===== config.mk =====
export PLATFORM = sky130hd
export DESIGN_NAME = glyph_blitter_flat
export DESIGN_NICKNAME = d
export VERILOG_FILES = /design/src/rtl/glyph_blitter_if.sv /design/src/rtl/glyph_blitter.sv /design/src/flat_wrapper.sv
export SDC_FILE = /design/constraint.sdc
export NUM_CORES = 1
export LEC_CHECK = 0
export CAP_MARGIN = 20
export CORE_MARGIN = 4
export CORE_UTILIZATION = 45
export CTS_CLUSTER_DIAMETER = 40
export DETAILED_ROUTE_END_ITERATION = 10
export MAX_ROUTING_LAYER = met4
export PLACE_DENSITY = 0.79
export SLEW_MARGIN = 40
export SYNTH_ARGS = -nofsm -noshare
export SYNTH_HDL_FRONTEND = slang
export SYNTH_SLANG_ARGS = --single-unit

===== constraint.sdc =====
create_clock -name clk -period 6.2 [get_ports clk]
set_input_delay 0.93 -clock clk [delete_from_list [all_inputs] [get_ports clk]]
set_output_delay 0.93 -clock clk [all_outputs]
set_load 0.01 [all_outputs]

===== src/rtl/glyph_blitter_if.sv =====
// rtl/glyph_blitter_if.sv - pixel write stream from the glyph blitter to the frame-buffer writer
interface glyph_blitter_if #(
  parameter int COORD_W  = 8,
  parameter int COLOUR_W = 6
);
  logic                pix_valid;
  logic                pix_ready;
  logic [COORD_W-1:0]  pix_x;
  logic [COORD_W-1:0]  pix_y;
  logic [COLOUR_W-1:0] pix_colour;

  modport master (output pix_valid, pix_x, pix_y, pix_colour, input pix_ready);
  modport slave  (input pix_valid, pix_x, pix_y, pix_colour, output pix_ready);
endinterface


===== src/rtl/glyph_blitter.sv =====
// rtl/glyph_blitter.sv - scaled, clipped glyph renderer walking an external glyph ROM
module glyph_blitter #(
  parameter int GLYPH_W  = 8,
  parameter int GLYPH_H  = 10,
  parameter int CODE_W   = 6,
  parameter int COORD_W  = 8,
  parameter int COLOUR_W = 6,
  parameter int SCREEN_W = 160,
  parameter int SCREEN_H = 120,
  localparam int ROW_W   = $clog2(GLYPH_H)
) (
  input  logic                clk,
  input  logic                reset,
  input  logic                start,
  input  logic [CODE_W-1:0]   code,
  input  logic [COORD_W-1:0]  org_x,
  input  logic [COORD_W-1:0]  org_y,
  input  logic [COLOUR_W-1:0] fg,
  input  logic [COLOUR_W-1:0] bg,
  input  logic                opaque,
  input  logic [1:0]          scale,
  output logic [CODE_W-1:0]   rom_code,
  output logic [ROW_W-1:0]    rom_row,
  input  logic [GLYPH_W-1:0]  rom_bits,
  glyph_blitter_if.master     pix_if,
  output logic                busy,
  output logic                done
);
  localparam int COL_W = $clog2(GLYPH_W);
  localparam int PW    = COORD_W + 2;

  typedef enum logic [1:0] {S_IDLE, S_FETCH, S_DRAW, S_DONE} state_t;

  state_t              state_q, state_d;
  logic [CODE_W-1:0]   code_q, code_d;
  logic [COORD_W-1:0]  ox_q, ox_d, oy_q, oy_d;
  logic [COLOUR_W-1:0] fg_q, fg_d, bg_q, bg_d;
  logic                opaque_q, opaque_d;
  logic [1:0]          scale_q, scale_d;
  logic [ROW_W-1:0]    row_q, row_d;
  logic [COL_W-1:0]    col_q, col_d;
  logic [1:0]          sx_q, sx_d, sy_q, sy_d;
  logic [GLYPH_W-1:0]  bits_q, bits_d;

  logic          bit_cur, visible, step;
  logic [PW-1:0] px, py;

  always_ff @(posedge clk) begin
    if (reset) begin
      state_q  <= S_IDLE;
      code_q   <= '0;
      ox_q     <= '0;
      oy_q     <= '0;
      fg_q     <= '0;
      bg_q     <= '0;
      opaque_q <= 1'b0;
      scale_q  <= '0;
      row_q    <= '0;
      col_q    <= '0;
      sx_q     <= '0;
      sy_q     <= '0;
      bits_q   <= '0;
    end else begin
      state_q  <= state_d;
      code_q   <= code_d;
      ox_q     <= ox_d;
      oy_q     <= oy_d;
      fg_q     <= fg_d;
      bg_q     <= bg_d;
      opaque_q <= opaque_d;
      scale_q  <= scale_d;
      row_q    <= row_d;
      col_q    <= col_d;
      sx_q     <= sx_d;
      sy_q     <= sy_d;
      bits_q   <= bits_d;
    end
  end

  // Sums are kept two bits wider than a coordinate so off-screen pixels clip instead of wrapping.
  assign bit_cur = bits_q[COL_W'(GLYPH_W-1) - col_q];
  assign px      = PW'(ox_q) + PW'(col_q) * PW'(scale_q) + PW'(sx_q);
  assign py      = PW'(oy_q) + PW'(row_q) * PW'(scale_q) + PW'(sy_q);
  assign visible = (bit_cur | opaque_q) && (px < PW'(SCREEN_W)) && (py < PW'(SCREEN_H));
  assign step    = !visible || pix_if.pix_ready;

  always_comb begin
    state_d  = state_q;
    code_d   = code_q;
    ox_d     = ox_q;
    oy_d     = oy_q;
    fg_d     = fg_q;
    bg_d     = bg_q;
    opaque_d = opaque_q;
    scale_d  = scale_q;
    row_d    = row_q;
    col_d    = col_q;
    sx_d     = sx_q;
    sy_d     = sy_q;
    bits_d   = bits_q;
    unique case (state_q)
      S_IDLE: begin
        if (start) begin
          code_d   = code;
          ox_d     = org_x;
          oy_d     = org_y;
          fg_d     = fg;
          bg_d     = bg;
          opaque_d = opaque;
          scale_d  = (scale == 2'd0) ? 2'd1 : scale;
          row_d    = '0;
          col_d    = '0;
          sx_d     = '0;
          sy_d     = '0;
          state_d  = S_FETCH;
        end
      end
      S_FETCH: begin
        bits_d  = rom_bits;
        state_d = S_DRAW;
      end
      S_DRAW: begin
        if (step) begin
          if (sx_q != scale_q - 2'd1) begin
            sx_d = sx_q + 2'd1;
          end else begin
            sx_d = '0;
            if (col_q != COL_W'(GLYPH_W-1)) begin
              col_d = col_q + 1'b1;
            end else begin
              col_d = '0;
              if (sy_q != scale_q - 2'd1) begin
                sy_d = sy_q + 2'd1;
              end else begin
                sy_d = '0;
                if (row_q != ROW_W'(GLYPH_H-1)) begin
                  row_d   = row_q + 1'b1;
                  state_d = S_FETCH;
                end else begin
                  state_d = S_DONE;
                end
              end
            end
          end
        end
      end
      S_DONE: state_d = S_IDLE;
      default: state_d = S_IDLE;
    endcase
  end

  assign pix_if.pix_valid  = (state_q == S_DRAW) && visible;
  assign pix_if.pix_x      = pix_if.pix_valid ? px[COORD_W-1:0] : '0;
  assign pix_if.pix_y      = pix_if.pix_valid ? py[COORD_W-1:0] : '0;
  assign pix_if.pix_colour = pix_if.pix_valid ? (bit_cur ? fg_q : bg_q) : '0;
  assign rom_code          = code_q;
  assign rom_row           = row_q;
  assign busy              = (state_q != S_IDLE);
  assign done              = (state_q == S_DONE);
endmodule

===== src/flat_wrapper.sv =====
// flat-port wrapper written by rule: the top's interface ports become plain ports
module glyph_blitter_flat 
#(
  parameter int GLYPH_W  = 8,
  parameter int GLYPH_H  = 10,
  parameter int CODE_W   = 6,
  parameter int COORD_W  = 8,
  parameter int COLOUR_W = 6,
  parameter int SCREEN_W = 160,
  parameter int SCREEN_H = 120,
  localparam int ROW_W   = $clog2(GLYPH_H)
)
  (clk, reset, start, code, org_x, org_y, fg, bg, opaque, scale, rom_code, rom_row, rom_bits, busy, done, pix_if_pix_valid, pix_if_pix_x, pix_if_pix_y, pix_if_pix_colour, pix_if_pix_ready);
  glyph_blitter_if #(.COORD_W(COORD_W), .COLOUR_W(COLOUR_W)) pix_if_i ();
  input  logic clk;
  input  logic reset;
  input  logic start;
  input  logic [CODE_W-1:0] code;
  input  logic [COORD_W-1:0] org_x;
  input  logic [COORD_W-1:0] org_y;
  input  logic [COLOUR_W-1:0] fg;
  input  logic [COLOUR_W-1:0] bg;
  input  logic opaque;
  input  logic [1:0] scale;
  output logic [CODE_W-1:0] rom_code;
  output logic [ROW_W-1:0] rom_row;
  input  logic [GLYPH_W-1:0] rom_bits;
  output logic busy;
  output logic done;
  output wire logic [$bits(pix_if_i.pix_valid)-1:0] pix_if_pix_valid;
  output wire logic [$bits(pix_if_i.pix_x)-1:0] pix_if_pix_x;
  output wire logic [$bits(pix_if_i.pix_y)-1:0] pix_if_pix_y;
  output wire logic [$bits(pix_if_i.pix_colour)-1:0] pix_if_pix_colour;
  input wire logic [$bits(pix_if_i.pix_ready)-1:0] pix_if_pix_ready;
  assign pix_if_pix_valid = pix_if_i.pix_valid;
  assign pix_if_pix_x = pix_if_i.pix_x;
  assign pix_if_pix_y = pix_if_i.pix_y;
  assign pix_if_pix_colour = pix_if_i.pix_colour;
  assign pix_if_i.pix_ready = pix_if_pix_ready;
  glyph_blitter #(.GLYPH_W(GLYPH_W), .GLYPH_H(GLYPH_H), .CODE_W(CODE_W), .COORD_W(COORD_W), .COLOUR_W(COLOUR_W), .SCREEN_W(SCREEN_W), .SCREEN_H(SCREEN_H)) u_core (.clk(clk), .reset(reset), .start(start), .code(code), .org_x(org_x), .org_y(org_y), .fg(fg), .bg(bg), .opaque(opaque), .scale(scale), .rom_code(rom_code), .rom_row(rom_row), .rom_bits(rom_bits), .pix_if(pix_if_i), .busy(busy), .done(done));
endmodule

==> impl_metrics.py <==
metrics = {
    "clocking": {
        "hold_buffers": 0,
        "clk_pin_slew_ns": 0.06,
        "root_buffer": "clkbuf_8",
        "clockBufferDepth": 2,
        "cts.sinks": 58,
        "clk_latency_ns": 0.34,
        "cts_tree": "yes",
        "numCtsBuffers": 9,
        "htreeDepth": 3,
    },
    "min_path": {
        "min_path_type": "flop to flop",
        "min_path_cells": 2,
        "worstHoldEndpoint": "u_core.bits_q[7]",
        "min_from": "u_core.bits_q[7]",
    },
    "critical_path": {
        "cp.required_ns": 5.27,
        "cp_cell_sequence": "nand2_1 > fa_1 > inv_1 > ha_1 > fa_1 > a211oi_1 > nor2_1 > xor2_1 > and2_1 > a211oi_1 > nor4_4 > nand2_2 > inv_1 > and3_1 > clkdlybuf4s50_1",
        "critPathLaunchType": "flop",
        "cp.arrival_ns": 4.80,
        "slowest_delay_ns": 0.54,
        "end_kind": "output port",
        "criticalPathCategory": "flop to output port",
        "path_max_fanout": 19,
        "cp_slowest_cell": "dfxtp_1",
        "r2r_slack_ns": 1.87,
        "rr_endpoint": "u_core.sy_q[1]",
        "rr_worst_depth": 15,
        "cp-startpoint": "u_core.scale_q[0]",
        "timing.rr.start": "u_core.scale_q[0]",
    },
    "sta": {
        "period_share": 0.9245,
        "drv_slew": 0,
        "hold_viol_final": 0,
        "fin_skew_ns": 0.008680,
        "fin_tns_setup_ns": 0,
        "finalSetupViolCount": 0,
        "fmax_ghz": 0.1745,
        "min_period_ns": 5.732,
        "slew_headroom": 0.5861,
        "grt_setup_unrepaired": "no",
        "tightest_slew_ns": 0.6209,
    },
    "power_and_ir_drop": {
        "ir_drop_mv": 0.1942,
        "leakagePower_nw": 1.939,
        "p_per_area_mw_per_mm2": 282.3,
    },
    "job": {
        "cap_viol_max_count": 0,
    },
    "synthesis": {
        "ys_seq_elements": 58,
        "synth_fp_nets": 559,
        "postSynthAreaPerCell_um2": 7.823,
        "synth-edff-count": 0,
        "synthFlopType": "dfxtp_1",
        "synth_area_mm2": 0.003755,
        "synthCells": 480,
        "ys_warn_count": 0,
        "ys_async_sr_fraction": 0,
        "ys_types": 59,
        "synth_seq_area_share": 0.3092,
    },
    "route": {
        "vias": 3421,
        "drt_pass1_iterations": 4,
        "routed_wl_um": 8656,
        "postRouteAntennaNets": 0,
        "dr.first_iter.drc_count": 129,
        "drcViolationCount": 0,
        "post_drt_wl_per_cell_um": 13.04,
        "viasPerCell": 5.152,
    },
    "finish": {
        "antenna_cells": 0,
        "final_core_util": 0.5943,
        "nets": 633,
        "syn_to_final_growth_pct": 29.39,
        "drive_above_1_share": 0.07335,
        "fillers": 741,
    },
    "grt": {
        "grt_pass1_vias": 3253,
        "gr-total-overflow": 0,
        "grt_pass1_wl_um": 14680,
        "grt_usage": 0.1844,
        "grt_max_degree": 60,
        "grt_antenna_before_repair": 0,
    },
    "place": {
        "hpwlAfterDp_um": 6707,
        "port_buffers": 82,
        "place_congestion": 0.8763,
    },
    "floorplan": {
        "die_h_um": 99.35,
        "die_area_mm2": 0.009869,
        "die_x_um": 99.35,
        "rows": 33,
        "ioPinCount": 84,
        "start_util": 0.4593,
        "core_area_mm2": 0.008175,
    },
    "status": {
        "status": "finished, final reports clean",
    },
}
placed cells by master, fill, tap and decap left out, types with 8 or more instances in the layout:
| master | netlist | final |
|---|---|---|
| nand2_1 | 119 | 118 |
| and2_1 | 8 | 8 |
| a21oi_1 | 51 | 51 |
| mux2i_1 | 9 | 9 |
| clkbuf_8 | 0 | 10 |
| clkdlybuf4s50_1 | 0 | 81 |
| nor3_1 | 11 | 11 |
| fa_1 | 9 | 9 |
| nor2_1 | 39 | 39 |
| inv_1 | 30 | 30 |
| xnor2_1 | 13 | 13 |
| and3_1 | 8 | 8 |
| dfxtp_1 | 58 | 58 |
| ha_1 | 21 | 21 |
| xor2_1 | 8 | 8 |
timing repair:
item / CTS / global route
hold endpoints to repair: 0 / 0
endpoints found under the setup margin: 0 / 20
buffers inserted: 0 / 0
resized for setup: 0 / 1
metrics by stage:
step	total power, mW	hold slack, ns	setup slack, ns	instances	area, um2
after detailed placement	0.9842	0.4484	0.6224	648	4628
after floorplan	0.8428	0.4312	1.541	480	3755
after global placement	0.9746	0.4411	0.7566	648	4628
final	1.372	0.4551	0.4681	664	4858
after CTS	1.381	0.4574	0.2602	664	4856
after global routing	1.469	0.4770	0.06208	664	4858
registers in the layout, indices dropped and copies added (netlist names), 3 cells and up:
signal	flops
u_core.ox_q	8
u_core.rom_code	6
u_core.bits_q	8
u_core.oy_q	8
u_core.bg_q	6
u_core.fg_q	6
u_core.rom_row	4
u_core.col_q	3
cell usage after synthesis (5+ instances only):
cell      number  area, um2
xor2_1         8      70.07
fa_1           9      180.2
inv_1         30      112.6
nand3_1        5      25.02
nor3_1        11      55.05
and3_1         8      50.05
and2_1         8      50.05
ha_1          21      262.8
nand2_1      119      446.7
a21o_1         5      37.54
nand4_1        5      31.28
a21oi_1       51      255.2
nor3b_1        5      37.54
mux2i_1        9      90.09
xnor2_1       13      113.9
nor2_1        39      146.4
clkbuf_1      16      60.06
dfxtp_1       58       1161
per-layer routing:
layer,share of wire,wire length (um),track usage
met4,0.019,166,0.06303
met2,0.48,4131,0.3017
met5,0,0,-
met3,0.042,362,0.03296
met1,0.46,3996,0.2300
critical path: cells and delay by family (launching register included):
family	cells	cell delay, ns
DFF	1	0.54
and+or+nand+nor	6	1.32
xor gates and xnor gates	1	0.36
buffers and inverters	3	0.71
AOI/OAI and AO/OA	2	0.40
adders and majority gates	3	1.12
cells by family (layout without fill, tap and decap cells):
family                   count (synthesis)  in the layout  share of synthesized area
AO/OA/AOI/OAI                           83             83                     0.1480
multiplexers                            13             13                    0.04598
flip-flops                              58             58                     0.3092
other                                    1              1                  0.0009987
buffers and inverters                   52            131                    0.05565
adder cells (fa/ha/maj)                 30             30                     0.1180
XOR/XNOR                                21             21                    0.04898
AND/OR/NAND/NOR                        222            222                     0.2732
worst max path at each step:
stage | to | slack, ns | cells after the start
after floorplan | pix_if_pix_x[2] | 1.54 | 16
after global placement | pix_if_pix_x[3] | 0.76 | 15
after detailed placement | pix_if_pix_x[3] | 0.62 | 15
after CTS | pix_if_pix_x[3] | 0.26 | 16
after global routing | pix_if_pix_x[3] | 0.06 | 15
final | pix_if_pix_x[3] | 0.47 | 15
where the power goes:
part           switching, mW  internal [mW]  total, mW
Combinational          0.271          0.197      0.468
Clock                  0.156          0.238      0.394
Sequential            0.0621          0.448      0.510
Total                  0.489          0.883       1.37
layout make-up:
class,count,area (um2),share of cell area
clock buffers,10,137.6,0.02833
clock inverters,6,90.09,0.01854
inverters,30,112.6,0.02318
multi-input cells,370,2387,0.4914
flip-flops and latches,58,1161,0.2390
well taps,105,131.4,0.02704
repair buffers,85,838.3,0.1725
(Power assumes the default switching activity.)
